File: src/rtl/hdmi_pkg.sv
// Shared HDMI/DVI definitions: TMDS word type, control tokens, TERC4 symbol table
// and small helpers used by the TMDS encoder.
package hdmi_pkg;

  typedef logic [9:0] tmds_word_t;

  // Control tokens, written MSB first; bit 0 goes on the wire first.
  localparam tmds_word_t CTRL_TOKEN_00 = 10'b1101010100;
  localparam tmds_word_t CTRL_TOKEN_01 = 10'b0010101011;
  localparam tmds_word_t CTRL_TOKEN_10 = 10'b0101010100;
  localparam tmds_word_t CTRL_TOKEN_11 = 10'b1010101011;

  localparam tmds_word_t TERC4_TABLE [16] = '{
    10'b1010011100, 10'b1001100011, 10'b1011100100, 10'b1011100010,
    10'b0101110001, 10'b0100011110, 10'b0110001110, 10'b0100111100,
    10'b1011001100, 10'b0100111001, 10'b0110011100, 10'b1011000110,
    10'b1010001110, 10'b1001110001, 10'b0101100011, 10'b1011000011
  };

  function automatic logic [3:0] ones8(input logic [7:0] v);
    logic [3:0] n;
    n = '0;
    for (int i = 0; i < 8; i++) n = n + {3'b000, v[i]};
    return n;
  endfunction

  function automatic tmds_word_t ctrl_token(input logic [1:0] c);
    tmds_word_t w;
    case (c)
      2'b00:   w = CTRL_TOKEN_00;
      2'b01:   w = CTRL_TOKEN_01;
      2'b10:   w = CTRL_TOKEN_10;
      default: w = CTRL_TOKEN_11;
    endcase
    return w;
  endfunction

endpackage

File: src/rtl/tmds_terc4_lut.sv
// Combinational TERC4 lookup: 4-bit aux nibble to 10-bit HDMI data-island symbol.
module tmds_terc4_lut
  import hdmi_pkg::*;
(
  input  logic [3:0] terc4_nibble,
  output logic [9:0] terc4_symbol
);

  assign terc4_symbol = TERC4_TABLE[terc4_nibble];

endmodule

File: src/rtl/tmds_encoder.sv
// DVI/HDMI TMDS 8b/10b channel encoder: transition minimisation, DC balancing and
// control tokens; define TMDS_TERC4_EN to add the aux_en/aux_data TERC4 path.
module tmds_encoder #(
  parameter int LATENCY_PAD = 0
) (
  input  logic       clk_pix,
  input  logic       rst,
  input  logic [7:0] vid_data,
  input  logic       vid_de,
  input  logic [1:0] ctrl,
`ifdef TMDS_TERC4_EN
  input  logic       aux_en,
  input  logic [3:0] aux_data,
`endif
  output logic [9:0] tmds
);

  import hdmi_pkg::*;

  // Stage 1: transition-minimised q_m.
  logic [3:0] n1_d;
  logic       use_xnor;
  logic [8:0] q_m_d;

  always_comb begin
    n1_d     = ones8(vid_data);
    use_xnor = (n1_d > 4'd4) || (n1_d == 4'd4 && !vid_data[0]);
    q_m_d    = '0;
    q_m_d[0] = vid_data[0];
    for (int i = 1; i < 8; i++)
      q_m_d[i] = use_xnor ? ~(q_m_d[i-1] ^ vid_data[i]) : (q_m_d[i-1] ^ vid_data[i]);
    q_m_d[8] = ~use_xnor;
  end

  logic [8:0] s1_q_m;
  logic       s1_de;
  logic [1:0] s1_ctrl;

  // NOTE: state uses non-blocking assignments so every register samples pre-edge values.
  always_ff @(posedge clk_pix or posedge rst) begin
    if (rst) begin
      s1_de   <= 1'b0;
      s1_ctrl <= 2'b00;
    end else begin
      s1_de   <= vid_de;
      s1_ctrl <= ctrl;
    end
  end

  // NOTE: q_m needs no reset; it is only consumed while s1_de, which is reset.
  always_ff @(posedge clk_pix) s1_q_m <= q_m_d;

`ifdef TMDS_TERC4_EN
  logic       s1_aux_en;
  logic [3:0] s1_aux_data;
  logic [9:0] aux_symbol;

  always_ff @(posedge clk_pix or posedge rst) begin
    if (rst) begin
      s1_aux_en   <= 1'b0;
      s1_aux_data <= 4'h0;
    end else begin
      s1_aux_en   <= aux_en;
      s1_aux_data <= aux_data;
    end
  end

  tmds_terc4_lut u_terc4 (
    .terc4_nibble(s1_aux_data),
    .terc4_symbol(aux_symbol)
  );
`endif

  // Stage 2: DC balancing. diff is n1-n0 of q_m[7:0]; all disparity math stays in
  // 5-bit two's complement because cnt never leaves -10..+10.
  logic signed [4:0] cnt, cnt_d, diff, delta;
  logic [3:0]        n1;
  logic              qm8;
  tmds_word_t        word_d, enc_q;

  assign n1   = ones8(s1_q_m[7:0]);
  assign qm8  = s1_q_m[8];
  assign diff = {n1, 1'b0} - 5'sd8;

  // NOTE: every always_comb output gets a default first, so no path can infer a latch.
  always_comb begin
    word_d = ctrl_token(s1_ctrl);
    delta  = '0;
    cnt_d  = '0;
`ifdef TMDS_TERC4_EN
    if (s1_aux_en) word_d = aux_symbol;
`endif
    if (s1_de) begin
      if (cnt == 5'sd0 || diff == 5'sd0) begin
        word_d = {~qm8, qm8, qm8 ? s1_q_m[7:0] : ~s1_q_m[7:0]};
        delta  = qm8 ? diff : -diff;
      end else if ((cnt > 5'sd0 && diff > 5'sd0) || (cnt < 5'sd0 && diff < 5'sd0)) begin
        word_d = {1'b1, qm8, ~s1_q_m[7:0]};
        delta  = (qm8 ? 5'sd2 : 5'sd0) - diff;
      end else begin
        word_d = {1'b0, qm8, s1_q_m[7:0]};
        delta  = diff - (qm8 ? 5'sd0 : 5'sd2);
      end
      cnt_d = cnt + delta;
    end
  end

  always_ff @(posedge clk_pix or posedge rst) begin
    if (rst) begin
      enc_q <= CTRL_TOKEN_00;
      cnt   <= '0;
    end else begin
      enc_q <= word_d;
      cnt   <= cnt_d;
    end
  end

  // Optional pad stages, reset to the blanking token like the rest of the pipe.
  generate
    if (LATENCY_PAD == 0) begin : g_no_pad
      assign tmds = enc_q;
    end else begin : g_pad
      tmds_word_t pad_q [LATENCY_PAD];

      always_ff @(posedge clk_pix or posedge rst) begin
        if (rst) begin
          for (int i = 0; i < LATENCY_PAD; i++) pad_q[i] <= CTRL_TOKEN_00;
        end else begin
          pad_q[0] <= enc_q;
          for (int i = 1; i < LATENCY_PAD; i++) pad_q[i] <= pad_q[i-1];
        end
      end

      assign tmds = pad_q[LATENCY_PAD-1];
    end
  endgenerate

endmodule

File: config.mk
export PLATFORM = sky130hd
export DESIGN_NAME = tmds_encoder
export DESIGN_NICKNAME = d
export VERILOG_FILES = /design/src/rtl/hdmi_pkg.sv /design/src/rtl/tmds_terc4_lut.sv /design/src/rtl/tmds_encoder.sv
export SDC_FILE = /design/constraint.sdc
export NUM_CORES = 1
export LEC_CHECK = 0
export CORE_AREA = 2 2 68 70
export CTS_CLUSTER_DIAMETER = 30
export DETAILED_ROUTE_END_ITERATION = 12
export DIE_AREA = 0 0 70 72
export PLACE_DENSITY = 0.65
export SLEW_MARGIN = 5
export SYNTH_ARGS = -nofsm -noshare
export SYNTH_HDL_FRONTEND = slang
export SYNTH_SLANG_ARGS = --single-unit
File: constraint.sdc
create_clock -name clk_pix -period 6.2 [get_ports clk_pix]
set_clock_uncertainty 0.1 [all_clocks]
set_input_delay 1.86 -clock clk_pix [delete_from_list [all_inputs] [get_ports clk_pix]]
set_output_delay 1.86 -clock clk_pix [all_outputs]
set_load 0.05 [all_outputs]
After elaboration in Yosys (flattened, before gate mapping)
Cells that the tools add are included.
Widths: inputs -> output; s select.
Word-level totals
  bits in registers: 27
  bits in writable memories: 0
  bits in latches: 0
  bits in read-only memories: 0
  memories kept: 0
Cells by class
  equal/unequal tests: 3
  add/subtract/negate cells: 19
  reductions and logical operators: 10
  mux-type cells: 19
  shift-type cells: 0
  divide/modulo/power cells: 0
  $mul: 0
  bitwise logic cells: 17
  $lt $le $gt $ge: 5
Operators by type and width (number)
  $add 4x1->4: 8
  $mux 10: 3
  $pmux 10 s3: 1
  $mux 5: 5
  $gt 5x1->1 const B: 2
  $logic_not 5->1: 2
  $lt 5x1->1 const B: 2
  $not 1->1: 9
  $add 3x1->4: 2
  $mux 8: 1
  $not 8->8: 1
  $mux 1: 7
  $xor 1x1->1: 7
  $add 2x1->3: 2
  $add 5x5->5: 1
  $neg 5->5: 1
  $sub 3x5->5: 1
  $sub 5x3->5: 1
  $sub 5x4->5 const B: 1
  $add 1x1->2: 2
  $eq 4x3->1 const B: 1
  $gt 4x3->1 const B: 1
  $mux 2: 2
  $logic_and 1x1->1: 3
  other kinds (5): 7

Depth between registers and ports, before layout
  word-level depth: 29
  gate-level depth with buffers: 22
  depth with buffers taken out: 21

Worst setup path after synthesis
Ideal clock, no wire load.
  kind: register to register
  start: register s1_q_m[0]
  end: register cnt[4]
  stages on the path, launching flop included: 22
  data arrival time: 4.970 ns
  data required time: 6.022 ns
  path buffers: 1
  setup slack: 1.053 ns
  setup time: 0.078 ns
  cells stage by stage: dfxtp_1 -> fa_1 -> inv_1 -> fa_1 -> fa_1 -> inv_1 -> ha_1 -> inv_1 -> fa_1 -> xor2_1 -> inv_1 -> ha_1 -> buf_2 -> o41ai_1 -> o2bb2ai_1 -> a21oi_1 -> xnor2_1 -> ha_1 -> a21oi_1 -> xnor2_1 -> or3_1 -> a21boi_1
On the way
  word-level cells in the longest chain between the ends: 16
  elaborated cells on any way between the ends: 24
Ends and longest elaborated chain
  start: declaration: line tmds_encoder.sv:35  | logic [8:0] s1_q_m;
  start signal: assignment: line tmds_encoder.sv:51  | always_ff @(posedge clk_pix) s1_q_m <= q_m_d;
  $add 1x1->2 (*): line hdmi_pkg.sv:23  | for (int i = 0; i < 8; i++) n = n + {3'b000, v[i]};
  $add 2x1->3 (*): line hdmi_pkg.sv:23
  $add 3x1->4 (*): line hdmi_pkg.sv:23
  $add 4x1->4 (*) (4 in a row): line hdmi_pkg.sv:23
  $sub 5x4->5 (*): line tmds_encoder.sv:83  | assign diff = {n1, 1'b0} - 5'sd8;
  $gt 5x1->1 / $lt 5x1->1 (equally long branches): line tmds_encoder.sv:97  | end else if ((cnt > 5'sd0 && diff > 5'sd0) || (cnt < 5'sd0 && diff < 5'sd0)) begin
  $logic_and 1x1->1: line tmds_encoder.sv:97
  $logic_or 1x1->1: line tmds_encoder.sv:97
  $mux 5: line tmds_encoder.sv:97
  $mux 5 (*): line tmds_encoder.sv:94  | if (cnt == 5'sd0 || diff == 5'sd0) begin
  $mux 5 (*): line tmds_encoder.sv:93  | if (s1_de) begin
  $add 5x5->5 (*): line tmds_encoder.sv:104  | cnt_d = cnt + delta;
  $mux 5 (*): line tmds_encoder.sv:93
  via cnt_d[4]: line tmds_encoder.sv:76  | logic signed [4:0] cnt, cnt_d, diff, delta;
  end signal: assignment: line tmds_encoder.sv:114  | cnt <= cnt_d;
  end: declaration: line tmds_encoder.sv:76
The timed path passes the listed nets; every way through them passes the cells marked *. The select of a mux whose other input is x is not followed.

Final worst setup path
Same ends and word-level chain as after synthesis.

==> results.toml <==
[min_path]
worst_hold_path.endpoint = "tmds[4]"
holdCritPathClass = "reg2reg"
worst_hold_path_cells = 2
timing.hold.worst.start = "s1_q_m[4]"

[sta]
postLayoutSetupSlackWorst_ns = 0.6221
finalSetupViolations = 0
finalHoldViolCount = 0
fmaxAchievable_mhz = 179.3
grt_setup_unrepaired = "false"
worst_pin_slew_ns = 0.6228
finalWorstPathRequiredPeriod_ns = 5.578
relSlewSlack_pct = 58.43
min_period_over_period_pct = 89.97
slew_violations = 0
fin_setup_tns_ns = 0

[worst_setup_path]
highest_net_fanout_along_the_worst_path = 9
worst-setup-path-type = "reg2reg"
worstPathArrival_ns = 5.67
timing.critical_path.max_delay_family = "adder cells"
reg2reg_to = "cnt[4]"
path_buf_inv = 4
start_kind = "flop"
critPathSlowestCell = "sky130_fd_sc_hd__fa_1"
ff2ff_setup_slack_ns = 0.62
reg2reg_depth = 20
worst_ep_required_time_ns = 6.29
critPathCaptureType = "flop"
cp_slowest_stage_delay_ns = 0.53
worstReg2RegStart = "s1_q_m[0]"
path_cells = "fa_1, inv_1, fa_1, fa_1, inv_1, ha_1, inv_1, fa_1, xor2_1, inv_1, ha_1, o41ai_1, o2bb2ai_1, a21oi_1, xnor2_1, ha_1, a21oi_1, xnor2_1, or3_1, a21boi_1"

[yosys]
netlist_instances = 185
synth_top_area_share_pct = 15.95
netlist.top_cell.by_area = "sky130_fd_sc_hd__dfrtp_1"
synth-async-reset-ratio_pct = 65.38
synth-edff-count = 0
syn-cell-area_um2 = 1883
synth.area.top_cells = "sky130_fd_sc_hd__dfrtp_1, sky130_fd_sc_hd__ha_1, sky130_fd_sc_hd__dfxtp_1"
synth_area_per_cell_um2 = 10.18
yosys_warnings = 0
synth_cell_types = 43
synth_top_cells_by_count = "sky130_fd_sc_hd__inv_1, sky130_fd_sc_hd__ha_1, sky130_fd_sc_hd__a21oi_1, sky130_fd_sc_hd__dfrtp_1, sky130_fd_sc_hd__xnor2_1"
synth-main-ff-cell = "sky130_fd_sc_hd__dfrtp_1"
mappedNetlistNets = 227
postSynthRegisterBits = 26
dominant_cell_by_count_in_the_synthesized_netlist = "sky130_fd_sc_hd__inv_1"
seq_area_frac_synth_pct = 32.49

[global_routing]
grt_first_pass_wirelength_um = 5382
grt_max_degree = 18
grtUsageTotal_pct = 13.06
first_global_vias = 1222
globalRouteOverflowTotal = 0
number_of_antenna_violations_at_the_first_check_in_global_routing = 0

[drt]
routed-wl-met3_um = 115
vias_per_cell = 4.868
top_layer = "met4"
drt_first_pass_iters = 4
postRouteAntennaNets = 0
met2WireLength_um = 1361
drc = 0
totalWireLength_um = 3051
wl_on_met1_um = 1553
detailroute.via_count = 1256
first_iter_violations = 50
post_drt_wl_per_cell_um = 11.83

[floorplan]
initial_utilization_pct = 44.16
die_width_um = 70
die_area_um2 = 5040
top_level_ports = 23
fp.coreArea_um2 = 4264
rows = 24
die_h_um = 72

[layout]
register_area_um2 = 611.8
layout_net_count = 249
fillers = 417
synthToLayoutAreaGrowth_pct = 16.88
fin_area_um2 = 2201
multi_input_comb_area_um2 = 1132
drive_above_1_share_pct = 7.767
n_antenna_cell = 0

[cts]
cts.hold.buffers_added = 0
cts_tree = "yes"
cts_buffers = 3
cts.clk_slew.worst_paths_ns = 0.08
post_cts_resize_count = 0
clock_latency_ns = 0.27
cts_sink_cnt = 26
post_cts_buffers = 0
cts_htree_levels = 1
clockBufferDepth = 2
clk_root_buffer_cell = "sky130_fd_sc_hd__clkbuf_8"

[flow_run]
drv_cap = 0

[placed_design]
placement.io_buffers = 22
gp_congestion = 0.7954
dp_slack_ns = 0.3885
dp_hpwl_um = 2452
dpl_cell_area_um2 = 2146

[outcome]
outcome = "finished clean"
-- how the worst max path moves through the flow --
stage / start / end / slack [ns] / cells past startpoint
2_1_floorplan: s1_q_m[0] / cnt[4] / 1.05 / 21
3_3_place_gp: vid_data[0] / s1_q_m[7] / 0.47 / 13
3_5_place_dp: vid_data[0] / s1_q_m[7] / 0.39 / 13
4_1_cts: s1_q_m[0] / cnt[4] / 0.60 / 20
5_1_grt: s1_q_m[0] / cnt[4] / 0.21 / 20
6_report: s1_q_m[0] / cnt[4] / 0.62 / 20
-- worst reg2reg max path, stage by stage, from the launching register on --
cell,delay [ns]
sky130_fd_sc_hd__dfxtp_1,0.34
sky130_fd_sc_hd__fa_1,0.53
sky130_fd_sc_hd__inv_1,0.05
sky130_fd_sc_hd__fa_1,0.49
sky130_fd_sc_hd__fa_1,0.41
sky130_fd_sc_hd__inv_1,0.07
sky130_fd_sc_hd__ha_1,0.15
sky130_fd_sc_hd__inv_1,0.05
sky130_fd_sc_hd__fa_1,0.37
sky130_fd_sc_hd__xor2_1,0.43
sky130_fd_sc_hd__inv_1,0.09
sky130_fd_sc_hd__ha_1,0.44
sky130_fd_sc_hd__o41ai_1,0.51
sky130_fd_sc_hd__o2bb2ai_1,0.14
sky130_fd_sc_hd__a21oi_1,0.20
sky130_fd_sc_hd__xnor2_1,0.15
sky130_fd_sc_hd__ha_1,0.28
sky130_fd_sc_hd__a21oi_1,0.17
sky130_fd_sc_hd__xnor2_1,0.09
sky130_fd_sc_hd__or3_1,0.31
sky130_fd_sc_hd__a21boi_1,0.15
-- placed cells by master (no fill, tap or decap), types with 5 or more instances in the layout --
master,n
sky130_fd_sc_hd__clkdlybuf4s50_1,22
sky130_fd_sc_hd__a21oi_1,13
sky130_fd_sc_hd__fa_1,9
sky130_fd_sc_hd__o21ai_0,5
sky130_fd_sc_hd__dfrtp_1,12
sky130_fd_sc_hd__dfxtp_1,9
sky130_fd_sc_hd__ha_1,20
sky130_fd_sc_hd__nor2_1,10
sky130_fd_sc_hd__inv_1,31
sky130_fd_sc_hd__dfstp_2,5
sky130_fd_sc_hd__xor2_1,8
sky130_fd_sc_hd__a21o_1,7
sky130_fd_sc_hd__xnor2_1,12
-- cells by family after synthesis --
| logic type | synth area share, % |
|---|---|
| buffers and inverters | 7.375 |
| DFF | 32.49 |
| AOI/OAI and AO/OA | 14.95 |
| adders and majority gates | 22.86 |
| and+or+nand+nor | 8.040 |
| muxes | 0.5316 |
| xor gates and xnor gates | 13.75 |
-- metrics by stage --
step | utilization (%) | hold slack, ns | instances
4_1_cts | 51.61 | 0.4584 | 258
3_5_place_dp | 50.32 | 0.4349 | 254
2_1_floorplan | - | 0.3949 | 185
6_report | 51.61 | 0.4459 | 258
5_1_grt | 51.61 | 0.4837 | 258
3_3_place_gp | 50.32 | 0.4251 | 254
-- state kept, by name (all words and copies together), names as in the netlist --
name / cells
tmds: 10
s1_de: 1
s1_ctrl: 2
s1_q_m: 9
cnt: 4
-- routing by layer --
metal | vias to the layer above | GRT usage (%)
li1 | 653 | -
met2 | 32 | 21.16
met5 | - | 0
met1 | 566 | 18.51
met3 | 5 | 2.500
met4 | 0 | 2.564
-- layout make-up --
type / instances / share of cell area [%]
repair buffers: 22 / 10.01
clock buffers: 4 / 2.501
multi-input cells: 123 / 51.45
inverters: 31 / 5.287
well taps: 52 / 2.956
flip-flops and latches: 26 / 27.80
Power is not shown: default switching activity piles up to over one toggle a cycle in this logic, so the estimate is an artifact.
